## src/rtl/control_pkg.sv

```systemverilog
// control_pkg: shared state, opcode, ALU-op and select encodings for the multi-cycle control unit
package control_pkg;
  typedef enum logic [3:0] {
    S_FETCH     = 4'd0,
    S_DECODE    = 4'd1,
    S_MEM_ADDR  = 4'd2,
    S_MEM_READ  = 4'd3,
    S_MEM_WB    = 4'd4,
    S_MEM_WRITE = 4'd5,
    S_R_EXEC    = 4'd6,
    S_R_WB      = 4'd7,
    S_BRANCH    = 4'd8,
    S_JUMP      = 4'd9,
    S_IMM_EXEC  = 4'd10,
    S_IMM_WB    = 4'd11,
    S_HALT      = 4'd12
  } state_t;
  localparam logic [5:0] OP_RTYPE = 6'b000000;
  localparam logic [5:0] OP_LW    = 6'b100011;
  localparam logic [5:0] OP_SW    = 6'b101011;
  localparam logic [5:0] OP_BEQ   = 6'b000100;
  localparam logic [5:0] OP_J     = 6'b000010;
  localparam logic [5:0] OP_ADDI  = 6'b001000;
  localparam logic [5:0] OP_ANDI  = 6'b001100;
  localparam logic [5:0] OP_ORI   = 6'b001101;
  localparam logic [2:0] ALU_ADD   = 3'b100;
  localparam logic [2:0] ALU_SUB   = 3'b111;
  localparam logic [2:0] ALU_AND   = 3'b101;
  localparam logic [2:0] ALU_OR    = 3'b011;
  localparam logic [2:0] ALU_FUNCT = 3'b010;
  localparam logic [1:0] SRC_B_REG    = 2'b00;
  localparam logic [1:0] SRC_B_FOUR   = 2'b01;
  localparam logic [1:0] SRC_B_IMM    = 2'b10;
  localparam logic [1:0] SRC_B_IMM_SH = 2'b11;
  localparam logic [1:0] PC_ALU     = 2'b00;
  localparam logic [1:0] PC_ALU_OUT = 2'b01;
  localparam logic [1:0] PC_JUMP    = 2'b10;
endpackage

```

## src/rtl/control_output_decode.sv

```systemverilog
// control_output_decode: combinational map from state/opcode/mem_ready to datapath controls
// Ports: en (0 forces every output low), state, op_code, ready (effective mem_ready),
//        outputs are the datapath strobes/selects of the control unit plus instr_done.
module control_output_decode
  import control_pkg::*;
#(
  parameter int OPCODE_W = 6,
  parameter int ALUOP_W  = 3
) (
  input  logic                en,
  input  state_t              state,
  input  logic [OPCODE_W-1:0] op_code,
  input  logic                ready,
  output logic                pc_write,
  output logic                pc_write_cond,
  output logic                i_or_d,
  output logic                mem_read,
  output logic                mem_write,
  output logic                ir_write,
  output logic                mem_to_reg,
  output logic                reg_dst,
  output logic                reg_write,
  output logic                alu_src_a,
  output logic [1:0]          alu_src_b,
  output logic [ALUOP_W-1:0]  alu_op,
  output logic [1:0]          pc_source,
  output logic                instr_done
);
  always_comb begin
    pc_write      = 1'b0;
    pc_write_cond = 1'b0;
    i_or_d        = 1'b0;
    mem_read      = 1'b0;
    mem_write     = 1'b0;
    ir_write      = 1'b0;
    mem_to_reg    = 1'b0;
    reg_dst       = 1'b0;
    reg_write     = 1'b0;
    alu_src_a     = 1'b0;
    alu_src_b     = SRC_B_REG;
    alu_op        = '0;
    pc_source     = PC_ALU;
    instr_done    = 1'b0;
    if (en)
      case (state)
        // IR/PC load only in the cycle memory delivers the instruction
        S_FETCH: begin
          mem_read  = 1'b1;
          alu_src_b = SRC_B_FOUR;
          alu_op    = ALU_ADD;
          ir_write  = ready;
          pc_write  = ready;
        end
        S_DECODE: begin
          alu_src_b = SRC_B_IMM_SH;
          alu_op    = ALU_ADD;
        end
        S_MEM_ADDR: begin
          alu_src_a = 1'b1;
          alu_src_b = SRC_B_IMM;
          alu_op    = ALU_ADD;
        end
        S_MEM_READ: begin
          mem_read = 1'b1;
          i_or_d   = 1'b1;
        end
        S_MEM_WB: begin
          reg_write  = 1'b1;
          mem_to_reg = 1'b1;
          instr_done = 1'b1;
        end
        S_MEM_WRITE: begin
          mem_write  = 1'b1;
          i_or_d     = 1'b1;
          instr_done = ready;
        end
        S_R_EXEC: begin
          alu_src_a = 1'b1;
          alu_op    = ALU_FUNCT;
        end
        S_R_WB: begin
          reg_write  = 1'b1;
          reg_dst    = 1'b1;
          instr_done = 1'b1;
        end
        S_BRANCH: begin
          alu_src_a     = 1'b1;
          alu_op        = ALU_SUB;
          pc_write_cond = 1'b1;
          pc_source     = PC_ALU_OUT;
          instr_done    = 1'b1;
        end
        S_JUMP: begin
          pc_write   = 1'b1;
          pc_source  = PC_JUMP;
          instr_done = 1'b1;
        end
        S_IMM_EXEC: begin
          alu_src_a = 1'b1;
          alu_src_b = SRC_B_IMM;
          alu_op    = op_code == OP_ANDI ? ALU_AND : op_code == OP_ORI ? ALU_OR : ALU_ADD;
        end
        S_IMM_WB: begin
          reg_write  = 1'b1;
          instr_done = 1'b1;
        end
        default: ;
      endcase
  end
endmodule

```

## src/rtl/multicycle_control_unit.sv

```systemverilog
// multicycle_control_unit: FSM sequencing MIPS instructions over 3-5 cycles with memory wait-states and illegal-opcode trap
// Ports: clk, rst_n (async active-low), op_code (from IR), mem_ready (memory handshake),
//        datapath controls (pc_write .. pc_source), instr_done pulse, sticky illegal_op, state_dbg.
module multicycle_control_unit
  import control_pkg::*;
#(
  parameter int OPCODE_W      = 6,
  parameter int ALUOP_W       = 3,
  parameter bit USE_MEM_READY = 1'b1
) (
  input  logic                clk,
  input  logic                rst_n,
  input  logic [OPCODE_W-1:0] op_code,
  input  logic                mem_ready,
  output logic                pc_write,
  output logic                pc_write_cond,
  output logic                i_or_d,
  output logic                mem_read,
  output logic                mem_write,
  output logic                ir_write,
  output logic                mem_to_reg,
  output logic                reg_dst,
  output logic                reg_write,
  output logic                alu_src_a,
  output logic [1:0]          alu_src_b,
  output logic [ALUOP_W-1:0]  alu_op,
  output logic [1:0]          pc_source,
  output logic                instr_done,
  output logic                illegal_op,
  output logic [3:0]          state_dbg
);
  state_t state, next;
  logic ready;
  assign ready = USE_MEM_READY ? mem_ready : 1'b1;
  assign state_dbg = state;
  always_comb begin
    next = state;
    case (state)
      S_FETCH:     next = ready ? S_DECODE : S_FETCH;
      S_DECODE:    next = op_code == OP_RTYPE                     ? S_R_EXEC   :
                          (op_code == OP_LW || op_code == OP_SW)  ? S_MEM_ADDR :
                          op_code == OP_BEQ                       ? S_BRANCH   :
                          op_code == OP_J                         ? S_JUMP     :
                          (op_code == OP_ADDI || op_code == OP_ANDI ||
                           op_code == OP_ORI)                     ? S_IMM_EXEC : S_HALT;
      S_MEM_ADDR:  next = op_code == OP_SW ? S_MEM_WRITE : S_MEM_READ;
      S_MEM_READ:  next = ready ? S_MEM_WB : S_MEM_READ;
      S_MEM_WRITE: next = ready ? S_FETCH : S_MEM_WRITE;
      S_R_EXEC:    next = S_R_WB;
      S_IMM_EXEC:  next = S_IMM_WB;
      S_HALT:      next = S_HALT;
      default:     next = S_FETCH;
    endcase
  end
  always_ff @(posedge clk or negedge rst_n)
    if (!rst_n) begin
      state      <= S_FETCH;
      illegal_op <= 1'b0;
    end else begin
      state <= next;
      if (next == S_HALT) illegal_op <= 1'b1;
    end
  control_output_decode #(.OPCODE_W(OPCODE_W), .ALUOP_W(ALUOP_W)) u_dec (
    .en(rst_n),
    .state(state),
    .op_code(op_code),
    .ready(ready),
    .pc_write(pc_write),
    .pc_write_cond(pc_write_cond),
    .i_or_d(i_or_d),
    .mem_read(mem_read),
    .mem_write(mem_write),
    .ir_write(ir_write),
    .mem_to_reg(mem_to_reg),
    .reg_dst(reg_dst),
    .reg_write(reg_write),
    .alu_src_a(alu_src_a),
    .alu_src_b(alu_src_b),
    .alu_op(alu_op),
    .pc_source(pc_source),
    .instr_done(instr_done)
  );
endmodule

```

## config.mk

```make
export PLATFORM = sky130hd
export DESIGN_NAME = multicycle_control_unit
export DESIGN_NICKNAME = d
export VERILOG_FILES = /design/src/rtl/control_pkg.sv /design/src/rtl/control_output_decode.sv /design/src/rtl/multicycle_control_unit.sv
export SDC_FILE = /design/constraint.sdc
export NUM_CORES = 1
export LEC_CHECK = 0
export BUFFER_PORTS_ARGS = -buffer_cell sky130_fd_sc_hd__buf_2
export CAP_MARGIN = 20
export CORE_MARGIN = 2
export CORE_UTILIZATION = 46
export DETAILED_ROUTE_END_ITERATION = 6
export GPL_TIMING_DRIVEN = 0
export PLACE_DENSITY = 0.78
export SLEW_MARGIN = 20
export SYNTH_ARGS = -nofsm -noshare
export SYNTH_HDL_FRONTEND = slang
export SYNTH_SLANG_ARGS = --single-unit
```

## constraint.sdc

```tcl
create_clock -name clk -period 1.5 [get_ports clk]
set_input_delay 0.3 -clock clk [delete_from_list [all_inputs] [get_ports clk]]
set_output_delay 0.3 -clock clk [all_outputs]
set_load 0.01 [all_outputs]
```

==> results of run 1 <==
area by class of cell:
class	count	area share
plain buffers	6	0.0541
inverters	6	0.0228
flip-flops and latches	5	0.0958
well taps	16	0.0152
multi-input cells	88	0.516
repair buffers	52	0.276
clock buffers	4	0.0199
per-layer routing:
layer	routed length, um	track usage	up-vias
met5	0	0	-
met4	384	0.182	0
met3	523	0.0625	60
met2	1790	0.524	142
met1	1440	0.429	555
li1	-	-	504
power by group through the flow:
stage / clock network, mW / registers (mW) / logic, mW
2_1_floorplan: 0 / 0.241 / 0.686
3_3_place_gp: 0 / 0.229 / 0.989
3_5_place_dp: 0 / 0.230 / 0.999
4_1_cts: 0.161 / 0.229 / 1.48
5_1_grt: 0.170 / 0.259 / 1.99
6_report: 0.160 / 0.260 / 1.93
cell families (layout without fill, tap and decap cells):
| group | count (synthesis) | count (layout) | synth area share |
|---|---|---|---|
| simple gates | 59 | 59 | 0.444 |
| buf+inv | 12 | 68 | 0.0777 |
| compound gates | 28 | 28 | 0.294 |
| flops | 5 | 5 | 0.173 |
| xor+xnor | 1 | 1 | 0.0121 |
worst max-delay path by stage:
| stage | from | end | slack (ns) | depth (start not counted) |
|---|---|---|---|---|
| after CTS | state_dbg[0]$_DFF_PN0_ | alu_op[2] | -0.21 | 5 |
| after global routing | state_dbg[0]$_DFF_PN0_ | pc_write | -0.41 | 6 |
| after floorplan | state_dbg[0]$_DFF_PN0_ | pc_write | -0.03 | 4 |
| after global placement | op_code[3] | alu_op[1] | -0.17 | 6 |
| after detailed placement | op_code[3] | alu_op[1] | -0.18 | 6 |
| final | state_dbg[1]$_DFF_PN0_ | pc_write | -0.34 | 5 |
sequential cells by signal (all words and copies together), names as in the netlist:
signal	count
state_dbg	4
illegal_op	1
worst reg2reg max path, cell delays in order, from the launching register on:
cell	delay, ns
dfrtp_1	0.37
buf_6	0.16
buf_4	0.16
buf_4	0.14
nor3b_1	0.06
a32o_2	0.26
a2111oi_2	0.32
a32oi_1	0.11
timing repair:
action	4_1_cts	5_1_grt
endpoints found under the hold margin	5	0
setup endpoints to repair	19	21
pin swaps	6	9
buffers inserted	15	5
gates resized for setup	31	24
cloned	0	0
hold buffers	1	0
layout by cell type, fill, tap and decap left out, types with 3 or more instances in the layout:
master / synthesis / routed
nor2_4: 0 / 5
o21ai_1: 3 / 4
dfrtp_1: 5 / 4
nand2_1: 12 / 8
inv_1: 5 / 3
o21bai_1: 3 / 3
nor2_1: 14 / 10
nand4_1: 3 / 3
buf_4: 1 / 16
clkbuf_4: 0 / 3
nand2_2: 0 / 3
and3_4: 0 / 3
buf_6: 0 / 12
buf_2: 5 / 27
nor3_2: 0 / 4
stage by stage:
step / instances / hold WS, ns
2_1_floorplan: 105 / 0.00441
3_3_place_gp: 152 / 0.178
3_5_place_dp: 152 / 0.182
4_1_cts: 172 / 0.469
5_1_grt: 177 / 0.538
6_report: 177 / 0.548
==> results.cfg, run 1 <==
[route]
drt_pre_antenna_iters = 5
num_vias = 1261
drtAntennaViolNets = 0
drc_errors = 0
drt_iter0_drc = 113
wirelength_mm = 4.14
vias_per_cell = 7.12
wl_per_cell_um = 23.4

[timing]
fin_ws_ns = -0.340
fin_worst_skew_ns = 0.00146
setup_violations = 21
finalSetupTns_ns = -3.96
finalMaxSlewViolations = 0
slew_headroom = 0.698
rsz0062_at_grt = yes
hold_violations = 0
fin_crit_ns = 1.84
worst-slew-pin-transition_ns = 0.450
fin_crit_sh = 1.23
max_freq_mhz = 544

[synthesis]
ys_seq_area_frac = 0.173
synthMostInstantiatedCell = nor2_1
synthFlopType = dfrtp_1
synth_top_area_cell = dfrtp_1
synth_edf_count = 0
synth_nets = 114
synthesis.area_um2 = 724
netlist_instances = 105
syn_area_per_cell_um2 = 6.90
ys_ff_latch = 5
yosys_warnings = 0
netlist.area_leader.share = 0.173
synth_common_cells = 14 x nor2_1, 12 x nand2_1, 6 x nor3_1
ys_types = 44
synth.area.top_cells = dfrtp_1 17%, nor2_1 7.3%, nand2_1 6.2%
synth_async_sr_flop_share = 1.00

[cts]
tritoncts = built
clock_sinks = 5
numCtsBuffers = 3
worstSkewPairLatency_ns = 0.25
clk_pin_slew_worst_paths_ns = 0.04
clockBufferDepth = 2
root_buffer = clkbuf_4
cts_htree_levels = 1

[power_and_ir_drop]
power.share.sequential = 0.111
p_total_mw = 2.35
clock_power_share = 0.068
p_comb_frac = 0.821
swShare = 0.503
net-switching-power_mw = 1.18
powerDensity_mw_per_mm2 = 1780
max-vdd-ir-drop_v = 0.00167
power.leakage_nw = 0.627
internal_power_mw = 1.17

[critical_path]
crit_family = simple AND/OR/NAND/NOR gates
slowest_delay_ns = 0.49
crit_path_start_kind = flop
rr_endpoint = illegal_op$_DFFE_PN0N_
path_cells = nor2_4, inv_1, nor3_2, or2_1, buf_2
critPathRequiredTime_ns = 1.20
reg2reg_slack_ns = -0.20
cp-end-kind = primary output
r2r_start = state_dbg[0]$_DFF_PN0_
worstSetupPathType = flop to primary output
path_buf_inv = 2
critical-path-slowest-cell = dfrtp_2
critPathMaxFanout = 6
r2r_cells = 7
critical_path_arrival_ns = 1.54

[placed_design]
placed_area_um2 = 911
pre_cts_ws_ns = -0.175
routabilityCongestion = 0.987
io_buffers = 31
place.detailed.hpwl_mm = 1.65

[final_layout]
fin_area_mm2 = 0.00132
nFillCells = 70
nets = 171
drive_gt1_frac = 0.596
seqCellArea_um2 = 126
area_growth_syn_to_layout_pct = 82.0
multi_input_area_um2 = 681
post-route-util = 0.886
n_antenna_cell = 0

[die]
die_w_um = 43.7
start_util = 0.487
dieArea_mm2 = 0.00191
pin_count = 32
die_h_um = 43.7
core_area_mm2 = 0.00149
rows = 14

[grt]
grtUsageTotal = 0.334
grt_pass1_wl_mm = 4.79
grt_max_degree = 12
antenna_found_initial = 0
gr-total-overflow = 0
first_global_vias = 1043

[min_path]
hp-start = op_code[1]
hold_end = state_dbg[0]$_DFF_PN0_
hp-class = primary input to flop
worstHoldPathCells = 3

[job]
cap_violations = 0

[outcome]
outcome = finished, violations left
violations = negative setup slack
Power figures use the tool's default switching activity.
==> inputs of run 2 (changes only) <==
--- a/config.mk
+++ b/config.mk
@@ -8,10 +8,10 @@
 export BUFFER_PORTS_ARGS = -buffer_cell sky130_fd_sc_hd__buf_2
 export CAP_MARGIN = 20
 export CORE_MARGIN = 2
-export CORE_UTILIZATION = 46
+export CORE_UTILIZATION = 50
 export DETAILED_ROUTE_END_ITERATION = 6
 export GPL_TIMING_DRIVEN = 0
-export PLACE_DENSITY = 0.78
+export PLACE_DENSITY = 0.84
 export SLEW_MARGIN = 20
 export SYNTH_ARGS = -nofsm -noshare
 export SYNTH_HDL_FRONTEND = slang
==> constraint.sdc (replaced) <==
create_clock -name clk -period 2.3 [get_ports clk]
set_input_delay 0.46 -clock clk [delete_from_list [all_inputs] [get_ports clk]]
set_output_delay 0.46 -clock clk [all_outputs]
set_load 0.01 [all_outputs]
==> run 2 against run 1 <==
  * The flow now finishes without violations
  * Clock power decreased by 37%
  * Clock-buffer cell count is the same
  * Global-route usage fell by 6.6 points
  * Sequential share of layout area up 3.9 points
  * Register-to-register slack improved by 0.93 ns
  * Clock skew increased by 0.0055 ns
  * Setup slack improved by 0.55 ns
  * Highest routed layer unchanged
==> results.cfg, run 2 (same netlist as run 1, synthesis figures left out) <==
[critical_path]
crit_top_cell = buf_2
rr_endpoint = state_dbg[0]$_DFF_PN0_
r2r_cells = 5
crit_path_start_kind = flop
critical-path-slowest-cell = dfrtp_1
worstSetupPathType = flop to primary output
critical_path_arrival_ns = 1.63
critPathRequiredTime_ns = 1.84
critPathMaxFanout = 10
slowest_delay_ns = 0.41
r2r_start = state_dbg[3]$_DFF_PN0_
path_cells = buf_2, nor2_2, nand2_1, nor3_1, or2_1, buf_2
reg2reg_slack_ns = 0.73
cp-end-kind = primary output

[cts]
cts_htree_levels = 1
numCtsBuffers = 3
root_buffer = clkbuf_4
tritoncts = built
ctsResizeCount = 0
cts_hold_buf = 0
worstSkewPairLatency_ns = 0.24
clock_sinks = 5
clk_pin_slew_worst_paths_ns = 0.05
postCtsSetupRepairBufs = 0
clockBufferDepth = 2

[die]
die_h_um = 42.1
dieArea_mm2 = 0.00177
start_util = 0.543
core_area_mm2 = 0.00133
rows = 13
die_w_um = 42.1
pin_count = 32

[grt]
first_global_vias = 864
antenna_found_initial = 0
grt_pass1_wl_mm = 3.75
gr-total-overflow = 0
grtUsageTotal = 0.267
grt_max_degree = 16

[route]
drc_errors = 0
vias_per_cell = 6.49
drt_pre_antenna_iters = 4
wl_per_cell_um = 14.7
drtAntennaViolNets = 0
num_vias = 1006
wirelength_mm = 2.28
drt_iter0_drc = 54

[timing]
hold_slack_ns = 0.0915
setup_violations = 0
max_freq_mhz = 479
hold_violations = 0
worst-slew-pin-transition_ns = 0.403
finalMaxSlewViolations = 0
fin_crit_ns = 2.09
fin_crit_sh = 0.908
rsz0062_at_grt = no
finalSetupTns_ns = 0
fin_worst_skew_ns = 0.00693
fin_ws_ns = 0.213
slew_headroom = 0.729

[final_layout]
final_cell_mix = 36 x buf_2, 14 x nor2_1, 12 x nand2_1
largest_reg_flops = 4
final_common_cell = buf_2
nets = 150
post-route-util = 0.693
drive_gt1_frac = 0.343
area_growth_syn_to_layout_pct = 27.6
instances_no_fill = 155
n_antenna_cell = 0

[power_and_ir_drop]
powerDensity_mw_per_mm2 = 993
power.leakage_nw = 0.461
max-vdd-ir-drop_v = 0.000690

[outcome]
outcome = completed

[placed_design]
place.detailed.hpwl_mm = 1.71
dp_cells = 151
routabilityCongestion = 0.962
io_buffers = 31
pre_cts_ws_ns = 0.290

[min_path]
hp-class = primary input to asynchronous set/reset pin

[job]
cap_violations = 0
[run 2: changes by cell type in the layout (fill, tap and decap cells not counted), moves of 3 or more]
cell,change
and3_1,+3
and3_4,-3
buf_2,+9
buf_4,-15
buf_6,-12
nand2_1,+4
nand2_2,-3
nor2_1,+4
nor2_4,-5
nor3_1,+4
nor3_2,-4
[run 2: worst max path at each step]
stage / start / to / slack (ns) / depth (start not counted)
5_1_grt: state_dbg[0]$_DFF_PN0_ / alu_op[2] / 0.09 / 5
3_5_place_dp: op_code[3] / alu_op[1] / 0.29 / 6
4_1_cts: state_dbg[0]$_DFF_PN0_ / alu_op[2] / 0.21 / 5
2_1_floorplan: state_dbg[3]$_DFF_PN0_ / pc_write / 0.51 / 5
3_3_place_gp: op_code[3] / alu_op[1] / 0.31 / 6
6_report: state_dbg[3]$_DFF_PN0_ / pc_write / 0.21 / 6
[run 2: per-stage QoR]
step / area, um2 / power [mW]
after floorplan: 724 / 0.593
after global placement: 898 / 0.780
after detailed placement: 898 / 0.803
after CTS: 925 / 0.910
after global routing: 925 / 0.999
final: 925 / 0.918
[run 2: cell type report]
class | count | area (um2)
multi-input cells | 88 | 543
fillers | 123 | 409
repair buffers | 31 | 155
flip-flops and latches | 5 | 125
plain buffers | 6 | 32.5
clock buffers | 4 | 26.3
inverters | 6 | 23.8
well taps | 15 | 18.8
[run 2: metal layers]
| metal | global-route usage | vias to the layer above | part of all wire |
|---|---|---|---|
| li1 | - | 461 | - |
| met2 | 0.466 | 69 | 0.50 |
| met5 | 0 | - | 0 |
| met1 | 0.336 | 472 | 0.42 |
| met3 | 0.0259 | 4 | 0.069 |
| met4 | 0.106 | 0 | 0.011 |
[run 2: critical path, delay by kind of cell (launching register included)]
kind                   cells  cell delay (ns)
and+or+nand+nor            4             0.65
DFF                        1             0.41
buffers and inverters      2             0.32
[run 2: power by group]
group	internal [mW]	switching [mW]	total [mW]	leakage [nW]
Sequential	0.116	0.0347	0.151	0.0614
Clock	0.0656	0.0351	0.101	0.0150
Combinational	0.243	0.424	0.667	0.385
Total	0.425	0.494	0.918	0.461
==> inputs of run 3 (changes only) <==
--- a/config.mk
+++ b/config.mk
@@ -12,6 +12,7 @@
 export DETAILED_ROUTE_END_ITERATION = 6
 export GPL_TIMING_DRIVEN = 0
 export PLACE_DENSITY = 0.84
+export REMOVE_ABC_BUFFERS = 1
 export SLEW_MARGIN = 20
 export SYNTH_ARGS = -nofsm -noshare
 export SYNTH_HDL_FRONTEND = slang
==> run 3 against run 2 <==
  * Utilization is 1.9 points lower
  * Clock skew shrank 0.0046 ns
  * Global-route usage increased by 0.20 points
  * Clock-buffer cell count unchanged
  * Via count fell by 6.7%
==> results.cfg, run 3 (same netlist as run 1, synthesis figures left out) <==
[critical_path]
r2r_start = state_dbg[0]$_DFF_PN0_
path_cells = clkinv_2, nor2_1, nor2_1, nor2_1, buf_2
crit_top_cell = nor2_1
endpoint = alu_src_b[1]
critPathMaxFanout = 17
critical_path_arrival_ns = 1.61
startpoint = state_dbg[1]$_DFF_PN0_
r2r_cells = 4
critPathRequiredTime_ns = 1.84
slowest_delay_ns = 0.55
reg2reg_slack_ns = 0.72
rr_endpoint = illegal_op$_DFFE_PN0N_
crit_path_start_kind = flop
cp-end-kind = primary output
worstSetupPathType = flop to primary output
critical-path-slowest-cell = dfrtp_2

[grt]
grt_max_degree = 22
gr-total-overflow = 0
grt_pass1_wl_mm = 3.77
first_global_vias = 853
grtUsageTotal = 0.269
antenna_found_initial = 0

[final_layout]
final_cell_mix = 31 x buf_2, 13 x nor2_1, 12 x nand2_1
fin_area_um2 = 900
n_antenna_cell = 0
final_common_cell = buf_2
largest_reg_flops = 4
nets = 144
area_growth_syn_to_layout_pct = 24.2
drive_gt1_frac = 0.351

[timing]
fin_crit_sh = 0.900
max_freq_mhz = 483
worst-slew-pin-transition_ns = 0.339
hold_violations = 0
rsz0062_at_grt = no
finalMaxSlewViolations = 0
finalSetupTns_ns = 0
fin_ws_ns = 0.229
fin_worst_skew_ns = 0.00235
slew_headroom = 0.773
setup_violations = 0
fin_crit_ns = 2.07

[power_and_ir_drop]
power.leakage_nw = 0.425
p_total_uw = 873
max-vdd-ir-drop_v = 0.000672
powerDensity_mw_per_mm2 = 970

[die]
rows = 13
pin_count = 32
dieArea_mm2 = 0.00177
core_area_mm2 = 0.00133
start_util = 0.543
die_h_um = 42.1
die_w_um = 42.1

[cts]
worstSkewPairLatency_ns = 0.24
clockBufferDepth = 2
postCtsSetupRepairBufs = 0
clk_pin_slew_worst_paths_ns = 0.04
numCtsBuffers = 3
clock_sinks = 5
cts_htree_levels = 1
tritoncts = built
root_buffer = clkbuf_4

[placed_design]
io_buffers = 31
pre_cts_ws_ns = 0.287
routabilityCongestion = 0.942
place.detailed.hpwl_mm = 1.60
placed_area_um2 = 866

[route]
wirelength_mm = 2.18
vias_per_cell = 6.30
drt_pre_antenna_iters = 4
drtAntennaViolNets = 0
drc_errors = 0
num_vias = 939
wl_per_cell_um = 14.6
drt_iter0_drc = 29

[job]
cap_violations = 0

[outcome]
outcome = completed

[min_path]
hp-class = primary input to asynchronous set/reset pin
==> run 3: cell count changes in the layout (fill, tap and decap cells not counted) <==
| cell | change |
|---|---|
| nor2_1 | -1 |
| dfrtp_1 | -4 |
| nor2_2 | +1 |
| dfrtp_2 | +4 |
| buf_2 | -5 |
| buf_4 | -1 |
==> run 3: per-stage QoR <==
stage | util | hold WS [ns] | cells
floorplan | - | 0.164 | 99
global placement | 0.649 | 0.333 | 145
detailed placement | 0.649 | 0.338 | 145
CTS | 0.669 | 0.0816 | 149
global route | 0.674 | 0.0896 | 149
finish | 0.674 | 0.0929 | 149
==> run 3: worst min path at each step <==
stage | slack, ns | cells past startpoint | from | to
floorplan | 0.16 | 0 | rst_n | illegal_op$_DFFE_PN0N_
global placement | 0.33 | 1 | rst_n | state_dbg[1]$_DFF_PN0_
detailed placement | 0.34 | 1 | rst_n | state_dbg[1]$_DFF_PN0_
CTS | 0.08 | 1 | rst_n | illegal_op$_DFFE_PN0N_
global route | 0.09 | 1 | rst_n | illegal_op$_DFFE_PN0N_
finish | 0.09 | 1 | rst_n | illegal_op$_DFFE_PN0N_
==> run 3: report_power, final <==
part / internal, mW / leakage, nW / switching (mW) / total [mW]
Sequential: 0.120 / 0.0558 / 0.119 / 0.239
Combinational: 0.218 / 0.355 / 0.318 / 0.536
Clock: 0.0654 / 0.0150 / 0.0328 / 0.0982
==> run 3: layout make-up <==
cell class | count | area (um2)
flip-flops and latches | 5 | 130
inverters | 6 | 23.8
fillers | 132 | 434
repair buffers | 31 | 155
clock buffers | 4 | 26.3
well taps | 15 | 18.8
multi-input cells | 88 | 546
==> run 3: repair_timing <==
action	4_1_cts	5_1_grt
endpoints found under the hold margin	0	0
setup endpoints to repair	0	10
hold buffers	0	0
resized for setup	0	5
==> run 3: layer usage <==
layer	up-vias	wire length (um)	GRT usage
li1	452	-	-
met1	418	854	0.358
met2	63	1100	0.394
met3	6	192	0.0474
met4	0	30	0.181
met5	-	0	0
==> run 3: worst max-delay path: cells and delay by family (launching register included) <==
| kind | cells | cell delay, ns |
|---|---|---|
| AND/OR/NAND/NOR | 3 | 0.51 |
| flip-flops | 1 | 0.55 |
| buffers and inverters | 2 | 0.31 |
